## src/rtl/mc_ctrl_ws.sv

```systemverilog
// Multi-cycle MIPS main control FSM with variable-latency memory handshake,
// bus-error timeout, EXL interrupt masking and exception sequencing.
module mc_ctrl_ws #(
  parameter int TIMEOUT = 12
) (
  input  logic       clk,
  input  logic       rst_n,
  input  logic [2:0] iclass,
  input  logic       br_taken,
  input  logic       intreq,
  input  logic       mem_rdy,
  output logic       mem_req,
  output logic       mem_we,
  output logic       irwr,
  output logic       pcwr,
  output logic       regwrite,
  output logic       exlset,
  output logic       exlclr,
  output logic       intpc,
  output logic [1:0] exc_code,
  output logic       exl,
  output logic       busy
);

  localparam int CW = (TIMEOUT > 0) ? $clog2(TIMEOUT + 1) : 1;
  localparam int CNT_MAX_I = (TIMEOUT > 0) ? TIMEOUT - 1 : 0;
  localparam logic [CW-1:0] CNT_MAX = CNT_MAX_I[CW-1:0];

  localparam logic [2:0] C_ALU     = 3'd0;
  localparam logic [2:0] C_LOAD    = 3'd1;
  localparam logic [2:0] C_STORE   = 3'd2;
  localparam logic [2:0] C_BRANCH  = 3'd3;
  localparam logic [2:0] C_JUMP    = 3'd4;
  localparam logic [2:0] C_JAL     = 3'd5;
  localparam logic [2:0] C_ERET    = 3'd6;
  localparam logic [2:0] C_ILLEGAL = 3'd7;

  localparam logic [1:0] CAUSE_NONE = 2'd0;
  localparam logic [1:0] CAUSE_INT  = 2'd1;
  localparam logic [1:0] CAUSE_ILL  = 2'd2;
  localparam logic [1:0] CAUSE_BUS  = 2'd3;

  typedef enum logic [3:0] {
    S_FETCH, S_DECODE, S_EXEC, S_MEMADDR, S_MEMACC, S_WB, S_BRANCH, S_JUMP, S_EXC
  } state_t;

  state_t      state_q, state_d;
  logic [2:0]  cls_q, cls_d;
  logic        exl_q, exl_d;
  logic [1:0]  exc_code_q, exc_code_d;
  logic [CW-1:0] cnt_q, cnt_d;

  logic mem_req_c, mem_we_c, irwr_c, pcwr_c, regwrite_c;
  logic exlset_c, exlclr_c, intpc_c;
  logic [1:0] cause;
  logic done;
  logic timeout_hit;

  assign timeout_hit = (TIMEOUT != 0) && (cnt_q == CNT_MAX) && !mem_rdy;

  always_comb begin
    state_d    = state_q;
    cls_d      = cls_q;
    exl_d      = exl_q;
    exc_code_d = exc_code_q;
    cnt_d      = '0;
    mem_req_c  = 1'b0;
    mem_we_c   = 1'b0;
    irwr_c     = 1'b0;
    pcwr_c     = 1'b0;
    regwrite_c = 1'b0;
    exlset_c   = 1'b0;
    exlclr_c   = 1'b0;
    intpc_c    = 1'b0;
    cause      = CAUSE_NONE;
    done       = 1'b0;

    case (state_q)
      S_FETCH: begin
        mem_req_c = 1'b1;
        if (mem_rdy) begin
          irwr_c  = 1'b1;
          pcwr_c  = 1'b1;
          state_d = S_DECODE;
        end else if (timeout_hit) begin
          state_d = S_EXC;
          cause   = CAUSE_BUS;
        end else begin
          cnt_d = cnt_q + CW'(1);
        end
      end
      S_DECODE: begin
        cls_d = iclass;
        case (iclass)
          C_ALU:             state_d = S_EXEC;
          C_LOAD, C_STORE:   state_d = S_MEMADDR;
          C_BRANCH:          state_d = S_BRANCH;
          C_JUMP, C_JAL, C_ERET: state_d = S_JUMP;
          default: begin
            state_d = S_EXC;
            cause   = CAUSE_ILL;
          end
        endcase
      end
      S_EXEC:    state_d = S_WB;
      S_MEMADDR: state_d = S_MEMACC;
      S_MEMACC: begin
        mem_req_c = 1'b1;
        mem_we_c  = (cls_q == C_STORE);
        if (mem_rdy) begin
          if (cls_q == C_LOAD) state_d = S_WB;
          else                 done    = 1'b1;
        end else if (timeout_hit) begin
          state_d = S_EXC;
          cause   = CAUSE_BUS;
        end else begin
          cnt_d = cnt_q + CW'(1);
        end
      end
      S_WB: begin
        regwrite_c = 1'b1;
        done       = 1'b1;
      end
      S_BRANCH: begin
        pcwr_c = br_taken;
        done   = 1'b1;
      end
      S_JUMP: begin
        pcwr_c     = 1'b1;
        regwrite_c = (cls_q == C_JAL);
        if (cls_q == C_ERET) begin
          exlclr_c = 1'b1;
          exl_d    = 1'b0;
        end
        done = 1'b1;
      end
      S_EXC: begin
        pcwr_c   = 1'b1;
        intpc_c  = 1'b1;
        exlset_c = 1'b1;
        exl_d    = 1'b1;
        state_d  = S_FETCH;
      end
      default: state_d = S_FETCH;
    endcase

    // Interrupts are masked by the pre-edge EXL, so a completing ERET still returns to FETCH.
    if (done) begin
      if (intreq && !exl_q) begin
        state_d = S_EXC;
        cause   = CAUSE_INT;
      end else begin
        state_d = S_FETCH;
      end
    end

    if (state_d == S_EXC) exc_code_d = cause;
  end

  always_ff @(posedge clk or negedge rst_n) begin
    if (!rst_n) begin
      state_q    <= S_FETCH;
      cls_q      <= C_ALU;
      exl_q      <= 1'b0;
      exc_code_q <= CAUSE_NONE;
      cnt_q      <= '0;
    end else begin
      state_q    <= state_d;
      cls_q      <= cls_d;
      exl_q      <= exl_d;
      exc_code_q <= exc_code_d;
      cnt_q      <= cnt_d;
    end
  end

  // Strobes are forced low while reset is asserted so an abandoned access fires nothing.
  assign mem_req  = rst_n & mem_req_c;
  assign mem_we   = rst_n & mem_we_c;
  assign irwr     = rst_n & irwr_c;
  assign pcwr     = rst_n & pcwr_c;
  assign regwrite = rst_n & regwrite_c;
  assign exlset   = rst_n & exlset_c;
  assign exlclr   = rst_n & exlclr_c;
  assign intpc    = rst_n & intpc_c;
  assign busy     = rst_n & (state_q != S_FETCH);
  assign exl      = exl_q;
  assign exc_code = exc_code_q;

endmodule

```

## config.mk

```make
export PLATFORM = sky130hd
export DESIGN_NAME = mc_ctrl_ws
export DESIGN_NICKNAME = d
export VERILOG_FILES = /design/src/rtl/mc_ctrl_ws.sv
export SDC_FILE = /design/constraint.sdc
export NUM_CORES = 1
export LEC_CHECK = 0
export CORE_MARGIN = 5
export CORE_UTILIZATION = 50
export CTS_BUF_LIST = sky130_fd_sc_hd__clkbuf_8
export DETAILED_ROUTE_END_ITERATION = 16
export PLACE_DENSITY = 0.92
export SLEW_MARGIN = 15
export SYNTH_ARGS = -nofsm -noshare
export SYNTH_HDL_FRONTEND = slang
export SYNTH_SLANG_ARGS = --single-unit
```

## constraint.sdc

```tcl
create_clock -name clk -period 1.6 [get_ports clk]
set_input_delay 0.24 -clock clk [delete_from_list [all_inputs] [get_ports clk]]
set_output_delay 0.24 -clock clk [all_outputs]
set_load 0.02 [all_outputs]
```

# Word level (Yosys, flattened, before mapping)
# Cells that the tools add are included.
[totals]
ff_bits = 14
inputBits = 8
output_inout_bits = 12
elab_cells = 81
[op_classes]
n_addsub = 1
eq_ne = 21
mux = 31
bitwise = 8
n_reduce_logical = 15
[ops]
columns = ["operator", "count"]
rows = [
  ["2-to-1 mux 4 bit", 9],
  ["case mux 4 bit (6 select lines)", 1],
  ["== test 4 x 3 -> 1 bit (second input constant)", 4],
  ["case mux 4 bit (4 select lines)", 1],
  ["== test 3 bit (second input constant)", 5],
  ["== test 4 bit (second input constant)", 3],
  ["2-to-1 mux 1 bit", 10],
  ["2-to-1 mux 2 bit", 5],
  ["== test 3 x 2 -> 1 bit (second input constant)", 3],
  ["AND 1 bit", 8],
  ["== test 4 x 2 -> 1 bit (second input constant)", 2],
  ["OR reduction 7 bit", 1],
  ["== test 3 x 1 -> 1 bit (second input constant)", 2],
  ["case mux 1 bit (2 select lines)", 3],
  ["OR reduction 2 bit", 3],
  ["OR reduction 3 bit", 2],
  ["adder 4 x 1 -> 4 bit (second input constant)", 1],
  ["== test 4 x 1 -> 1 bit (second input constant)", 1],
  ["zero test 4 bit", 1],
  ["case mux 2 bit (2 select lines)", 1],
  ["nonzero test 4 bit", 1],
  ["zero test 3 bit", 1],
  ["case mux 1 bit (3 select lines)", 1],
  ["logical AND 1 bit", 2],
  ["other kinds (4)", 5],
]

# Depth between registers and ports, before layout
# Gate-level depths: netlist (run 1).
[logic_depth]
depth_word = 7
depth_mapped = 5
mapped_depth_nobuf = 4

# Worst setup path before layout (run 1)
# OpenSTA, ideal clock, no wires.
[synth_timing]
kind = "register to output"
from = "register state_q[0]"
to = "output port intpc"
arrival_time_ns = 1.624
t_required_ns = 1.360
slack_ns = -0.264
stages_incl_launch_ff = 6
path_buffers = 2
cell_sequence = "dfrtp_1 buf_4 nor2_1 nand2_1 nor3b_1 buf_4"
[synth_via]
elab_chain_len = 3
[synth_rtl]
columns = ["item", "line_no", "rtl"]
rows = [
  ["from (decl)", "47", "state_t state_q, state_d;"],
  ["from (signal assigned)", "168", "state_q <= state_d;"],
  ["== test 4 bit", "--", ""],
  ["2-to-1 mux 1 bit", "--", ""],
  ["AND 1 bit", "--", ""],
  ["to (decl)", "19", "output logic intpc,"],
]
# No other way between the ends.

# Final worst setup path (run 1)
[layout_timing]
from = "register state_q[0]"
to = "output port pcwr"
[layout_via]
elab_chain_len = 4
[layout_rtl]
columns = ["item", "line_no", "rtl"]
rows = [
  ["== test 4 x 3 -> 1 bit / == test 4 bit (equally long branches)", "78", "case (state_q)"],
  ["OR reduction 2 bit (no line)", "--", ""],
  ["case mux 1 bit (3 select lines) (*)", "78", ""],
  ["AND 1 bit (*)", "180", "assign pcwr = rst_n & pcwr_c;"],
  ["to (decl)", "15", "output logic pcwr,"],
]
# Mark *: on every way between the ends. The rest lies on a longest branch, timed or not.

==> metrics.yaml, run 1 <==
run_status:
  outcome: "finished, violations left"
  violations_in_the_final_reports: "setup timing"
sta:
  finalMaxSlewViolations: 0
  setup-violations-final: 11
  fin_tns_setup_ns: -0.6016
  clock.fmax_mhz: 572.8
  postLayoutSetupSlackWorst_ns: -0.1459
  grt_setup_unrepaired: "true"
  finalCritPeriodShare_pct: 109.1
  finalWorstPathRequiredPeriod_ns: 1.746
  finalHoldViolations: 0
  layout_skew_ns: 0.002688
  tightest_slew_ns: 0.4648
  relative_slew_margins_pct: 68.77
clock_network:
  cts_root_buf: "sky130_fd_sc_hd__clkbuf_8"
  cts_tree: "yes"
  clock_sink_count: 14
  clock_insertion_delay_worst_skew_ns: 0.25
  clockBufferDepth: 2
  numCtsBuffers: 3
  hold_buffer_count_at_cts: 0
  ctsHtreeMaxLevel: 1
  clock_transition_at_the_registers_of_the_reported_paths_ns: 0.06
yosys:
  seq_area_frac_synth_pct: 42.36
  post-synth-top-area-fraction_pct: 42.36
  synth_seq_cells: 14
  synthFlopType: "sky130_fd_sc_hd__dfrtp_1"
  netlist_top_cells_count: "sky130_fd_sc_hd__dfrtp_1, sky130_fd_sc_hd__nand2_1, sky130_fd_sc_hd__nor2_1"
  ys_warn_count: 0
  synthDistinctLibCells: 38
  average_cell_area_after_synthesis_um2: 9.293
  synth_area_leaders: "sky130_fd_sc_hd__dfrtp_1, sky130_fd_sc_hd__nand2_1, sky130_fd_sc_hd__nor2_1, sky130_fd_sc_hd__nor4b_1, sky130_fd_sc_hd__a21oi_1"
  synth-edff-count: 0
  synthesized_instance_count: 89
  synth-async-reset-ratio_pct: 100.0
  postSynthNetCount: 98
  area_of_the_mapped_netlist_um2: 827.0
  yosysMostFrequentCell: "sky130_fd_sc_hd__dfrtp_1"
  synthDominantAreaCellType: "sky130_fd_sc_hd__dfrtp_1"
place:
  preCtsSetupSlack_ns: -0.5869
  post-dp-hpwl_um: 1829
  placement.cell_area_mm2: 0.001166
  io_buffers: 19
  gp_congestion: 0.8598
  placed_cells_incl_taps: 137
grt:
  grtUsageMet2_pct: 35.95
  antenna_found_initial: 0
  grt_start_max_net_pins: 15
  grt-busiest-layer: "met2"
  global_route_wire_length_before_repair_um: 4443
  grt_overflow_total: 0
  globalRouteMet1Util_pct: 28.26
  use_met3_pct: 6.213
  first_global_vias: 939
  globalRouteTotalUtil_pct: 23.21
cells_and_area:
  layout.area.seq_um2: 354.1
  non_filler_cells_in_the_finished_layout: 147
  multiInputGateArea_um2: 543.0
  layout.core_utilization_pct: 87.91
  design.final.nets: 142
  nFillCells: 72
  antenna-diode-count: 0
  layout-drive-gt1-share_pct: 46.56
  design_area_mm2: 0.001355
  synthToLayoutAreaGrowth_pct: 63.84
setup_path:
  crit_fanout: 3
  crit_path_top_delay_cell: "sky130_fd_sc_hd__or4_4"
  setup.worst_path.start: "state_q[0]$_DFF_PN0_"
  required_ns: 1.36
  worst_r2r_path_depth: 5
  reg2reg_to: "exc_code[1]$_DFFE_PN0N_"
  sequence_of_cells_on_the_critical_path: "or4_4, a21boi_2, buf_4"
  worstSetupPathType: "register to output pin"
  rr_startpoint: "state_q[3]$_DFF_PN0_"
  max_stage_delay_ns: 0.55
  crit_path_start_kind: "register"
  cp-end-kind: "output pin"
  critical_path_at_ns: 1.51
  ff2ff_setup_slack_ns: -0.05
pwr:
  cellPowerDensity_mw_per_mm2: 1707
  static-leakage-power_nw: 0.5891
  seqPwrFrac_pct: 26.9
  sw_pwr_mw: 0.9731
  p_int_mw: 1.340
  vdd_drop_max_v: 0.001090
  p_clk_share_pct: 12.8
  switching_share_pct: 42.07
  comb_power_share_pct: 60.3
run:
  max_cap_viol_count: 0
die:
  boundaryPins: 20
  dieWidth_um: 50.67
  fp-row-count: 14
  initial_core_util_pct: 53.65
  die-height_um: 50.67
  coreArea_mm2: 0.001541
  floorplan.die_area_mm2: 0.002567
detailed_routing:
  dr_total_vias: 973
  route.final.wire_length_um: 3243
  detail-route-antenna-nets: 0
  post_drt_via_cell_ratio: 6.619
  remaining_drc_errors: 0
  wire_per_inst_um: 22.06
  drtPass1Iterations: 4
  first_iter_violations: 35
worst_hold_path:
  min_from: "mem_rdy"
  min_delay_worst_endpoint: "cnt_q[0]$_DFF_PN0_"
  timing.hold.worst_path_depth: 3
  holdCritPathClass: "input pin to register"
[layer usage]
layer | wire (um) | up-vias
met3 | 205 | 21
met4 | 166 | 0
met2 | 1637 | 67
met5 | 0 | -
li1 | - | 408
met1 | 1233 | 477
[power groups by stage]
stage	sequential, mW	combinational (mW)	clock [mW]
6_report	0.622	1.40	0.295
5_1_grt	0.642	1.47	0.321
4_1_cts	0.585	1.17	0.301
3_5_place_dp	0.585	1.08	0
3_3_place_gp	0.572	1.03	0
2_1_floorplan	0.588	0.595	0
[registers in the layout (all words and copies together), names as in the netlist]
name / count
state_q: 4
exc_code: 2
cnt_q: 4
exl: 1
cls_q: 3
[final cells by class]
class,count,area share [%]
Multi-Input combinational cell,68,40.07
Tap cell,16,1.477
Sequential cell,14,26.13
Timing Repair Buffer,44,28.72
Clock buffer,3,3.047
Inverter,2,0.5540
[worst max path at each step]
stage / endpoint / slack [ns] / cells after the start
CTS: busy / -0.12 / 4
global route: pcwr / -0.19 / 3
global placement: pcwr / -0.58 / 5
finish: pcwr / -0.15 / 3
floorplan: intpc / -0.04 / 5
detailed placement: pcwr / -0.59 / 5
[cell families after synthesis]
group,Yosys count,synth area share [%]
and+or+nand+nor,47,32.53
AOI/OAI and AO/OA,17,15.88
DFF,14,42.36
buffers and inverters,7,4.236
xor gates and xnor gates,2,2.118
muxes,1,1.361
adders and majority gates,1,1.513
[cell usage in the layout, fill, tap and decap left out, types with 3 or more instances in the layout]
cell	count
sky130_fd_sc_hd__buf_4	25
sky130_fd_sc_hd__dfrtp_1	11
sky130_fd_sc_hd__nand2_1	10
sky130_fd_sc_hd__clkdlybuf4s50_1	9
sky130_fd_sc_hd__buf_6	7
sky130_fd_sc_hd__nor2_1	5
sky130_fd_sc_hd__nor2_2	3
sky130_fd_sc_hd__nand2b_1	3
sky130_fd_sc_hd__nand3_1	3
sky130_fd_sc_hd__a21oi_1	3
sky130_fd_sc_hd__o21ai_0	3
sky130_fd_sc_hd__clkbuf_8	3
sky130_fd_sc_hd__dfrtp_2	3
[critical path: cells and delay by family (launching register included)]
| family | cells | cell delay [ns] |
|---|---|---|
| flops | 1 | 0.42 |
| buf+inv | 1 | 0.15 |
| simple gates | 1 | 0.55 |
| compound gates | 1 | 0.13 |
[what timing repair did]
action	CTS	global route
buffers inserted	3	4
gates resized for setup	54	22
endpoints found under the hold margin	0	0
pin swaps	7	9
endpoints found under the setup margin	15	15
[stage by stage]
step / power [mW] / hold slack [ns]
floorplan: 1.182 / -0.05559
global placement: 1.604 / 0.4556
detailed placement: 1.664 / 0.4861
CTS: 2.057 / 0.4947
global route: 2.431 / 0.3790
finish: 2.313 / 0.3742
(Power assumes the default switching activity.)
==> run 2, diff against run 1 <==
- DONT_BUFFER_PORTS: default -> 1
- PLACE_DENSITY: 0.92 -> default
==> metrics.yaml, run 2 (synthesized netlist as in run 1, its figures left out) <==
setup_path:
  sequence_of_cells_on_the_critical_path: "nor2_2, or4_4, a21boi_4"  # was or4_4, a21boi_2, buf_4
  cp-end-kind: "output pin"  # unchanged
  critPathTopFamily: "simple AND/OR/NAND/NOR gates"  # unchanged
  buf_inv_on_cp: 0  # was 1
  crit_fanout: 3  # unchanged
  max_stage_delay_ns: 0.54  # was 0.55 ns
  crit_path_start_kind: "register"  # unchanged
  worstSetupPathType: "register to output pin"  # unchanged
  crit_path_top_delay_cell: "sky130_fd_sc_hd__or4_4"  # unchanged
  required_ns: 1.36  # about the same
  critical_path_at_ns: 1.43  # was 1.51 ns
detailed_routing:
  met2_length_um: 923  # was 1637 um
  routed-wl-met3_um: 110  # was 205 um
  wirelength_met1_um: 922  # was 1233 um
  dr_total_vias: 739  # was 973
  route.final.wire_length_um: 1961  # was 3243 um
  top_layer: "met4"  # unchanged
  drtPass1Iterations: 3  # was 4
  first_iter_violations: 6  # was 35
  detail-route-antenna-nets: 0  # unchanged
  post_drt_via_cell_ratio: 5.865  # was 6.619
  remaining_drc_errors: 0  # unchanged
  wire_per_inst_um: 15.56  # was 22.06 um
grt:
  grt_overflow_total: 0  # unchanged
  first_global_vias: 741  # was 939
  globalRouteTotalUtil_pct: 17.02  # was 23.21%
  antenna_found_initial: 0  # unchanged
  global_route_wire_length_before_repair_um: 3360  # was 4443 um
  grt_start_max_net_pins: 15  # unchanged
sta:
  fin_tns_setup_ns: -0.07337  # was -0.6016 ns
  finalHoldViolations: 0  # unchanged
  finalMaxSlewViolations: 0  # unchanged
  setup-violations-final: 1  # was 11
  finalCritPeriodShare_pct: 104.6  # was 109.1%
  relative_slew_margins_pct: 57.68  # was 68.77%
  clock.fmax_mhz: 597.6  # was 572.8 MHz
  postLayoutSetupSlackWorst_ns: -0.07337  # was -0.1459 ns
  grt_setup_unrepaired: "true"  # unchanged
  layout_skew_ns: 0.002643  # was 0.002688 ns
  tightest_slew_ns: 0.6327  # was 0.4648 ns
  finalWorstPathRequiredPeriod_ns: 1.673  # was 1.746 ns
clock_network:
  cts_root_buf: "sky130_fd_sc_hd__clkbuf_8"  # unchanged
  ctsHtreeMaxLevel: 1  # unchanged
  clockBufferDepth: 2  # unchanged
  clock_insertion_delay_worst_skew_ns: 0.25  # about the same
  cts_tree: "yes"  # unchanged
  numCtsBuffers: 3  # unchanged
  clock_sink_count: 14  # unchanged
  clock_transition_at_the_registers_of_the_reported_paths_ns: 0.06  # about the same
place:
  io_buffers: 0  # was 19
  gp_congestion: 0.7500  # was 0.8598
  post-dp-hpwl_um: 1456  # was 1829 um
  placement.cell_area_um2: 968.4  # was 0.001166 mm^2
cells_and_area:
  layout.core_utilization_pct: 73.30  # was 87.91%
  layout_commonest_cell: "sky130_fd_sc_hd__buf_4"  # unchanged
  largest_registers: "cnt_q x4, state_q x4, cls_q x3"  # unchanged
  layout-drive-gt1-share_pct: 41.82  # was 46.56%
  synthToLayoutAreaGrowth_pct: 36.61  # was 63.84%
  most-common-layout-cells: "sky130_fd_sc_hd__buf_4, sky130_fd_sc_hd__dfrtp_1, sky130_fd_sc_hd__nand2_1"  # unchanged
  design_area_mm2: 0.001130  # was 0.001355 mm^2
  nFillCells: 126  # was 72
  antenna-diode-count: 0  # unchanged
  design.final.nets: 120  # was 142
run:
  max_cap_viol_count: 0  # unchanged
die:
  initial_core_util_pct: 53.65  # unchanged
  boundaryPins: 20  # unchanged
  fp-row-count: 14  # unchanged
  die-height_um: 50.67  # unchanged
  dieWidth_um: 50.67  # unchanged
  floorplan.die_area_mm2: 0.002567  # unchanged
  coreArea_mm2: 0.001541  # unchanged
pwr:
  static-leakage-power_nw: 0.4794  # was 0.5891 nW
  cellPowerDensity_mw_per_mm2: 1759  # was 1707 mW/mm^2
  vdd_drop_max_v: 0.001117  # was 0.001090 V
run_status:
  violations_in_the_final_reports: "setup timing"  # unchanged
  outcome: "finished, violations left"  # unchanged
worst_hold_path:
  holdCritPathClass: "input pin to register"  # unchanged
run 2: per-layer routing:
metal | up-vias | GRT usage [%]
li1 | 366 | -
met1 | 356 | 22.34
met2 | 15 | 26.24
met3 | 2 | 5.030
met4 | 0 | 6.383
met5 | - | 0
run 2: per-stage QoR:
stage          power, mW  hold slack (ns)  setup WS, ns  cells
6_report           1.987          0.05998      -0.07337    126
5_1_grt            2.149          0.05364       -0.1216    126
4_1_cts            1.944          0.05206      -0.07672    126
3_5_place_dp       1.474         -0.05512       0.07742    117
3_3_place_gp       1.463         -0.05518       0.08083    117
2_1_floorplan      1.182         -0.05559      -0.03916     89
run 2: path summary, 6_finish.rpt:
| path | start | end | slack (ns) | cells past startpoint |
|---|---|---|---|---|
| setup / recovery | state_q[3]$_DFF_PN0_ | pcwr | -0.07 | 3 |
| hold / removal | mem_rdy | cnt_q[0]$_DFF_PN0_ | 0.06 | 1 |
| setup reg to reg | state_q[2]$_DFF_PN0_ | exc_code[1]$_DFFE_PN0N_ | 0.11 | 5 |
| hold reg to reg | cnt_q[0]$_DFF_PN0_ | cnt_q[0]$_DFF_PN0_ | 0.48 | 1 |
| max in group asynchronous | rst_n | state_q[3]$_DFF_PN0_ | 0.70 | 1 |
| min in group asynchronous | rst_n | exl$_DFFE_PN0P_ | 0.45 | 1 |
run 2: where the power goes:
part | internal, mW | switching [mW] | total, mW
clock | 0.218 | 0.126 | 0.344
combinational | 0.509 | 0.531 | 1.04
sequential | 0.475 | 0.128 | 0.603
run 2: layout make-up:
cell class,instances,area (um^2),share of cell area [%]
inverters,2,7.507,0.6645
repair buffers,22,178.9,15.84
flip-flops and latches,14,352.8,31.23
well taps,16,20.02,1.772
multi-input cells,68,515.5,45.63
clock buffers,4,55.05,4.873
run 2: what timing repair did:
action / 4_1_cts / 5_1_grt
resized for setup: 10 / 8
hold endpoints to repair: 14 / 0
pin swaps: 3 / 4
setup endpoints to repair: 9 / 7
buffers inserted: 4 / 0
hold buffers: 1 / 0
==> run 3, diff against run 2 <==
- CAP_MARGIN: default -> 20
==> results of run 3 <==
Same layout as run 2: the final DEF is identical, and so are final timing and power.
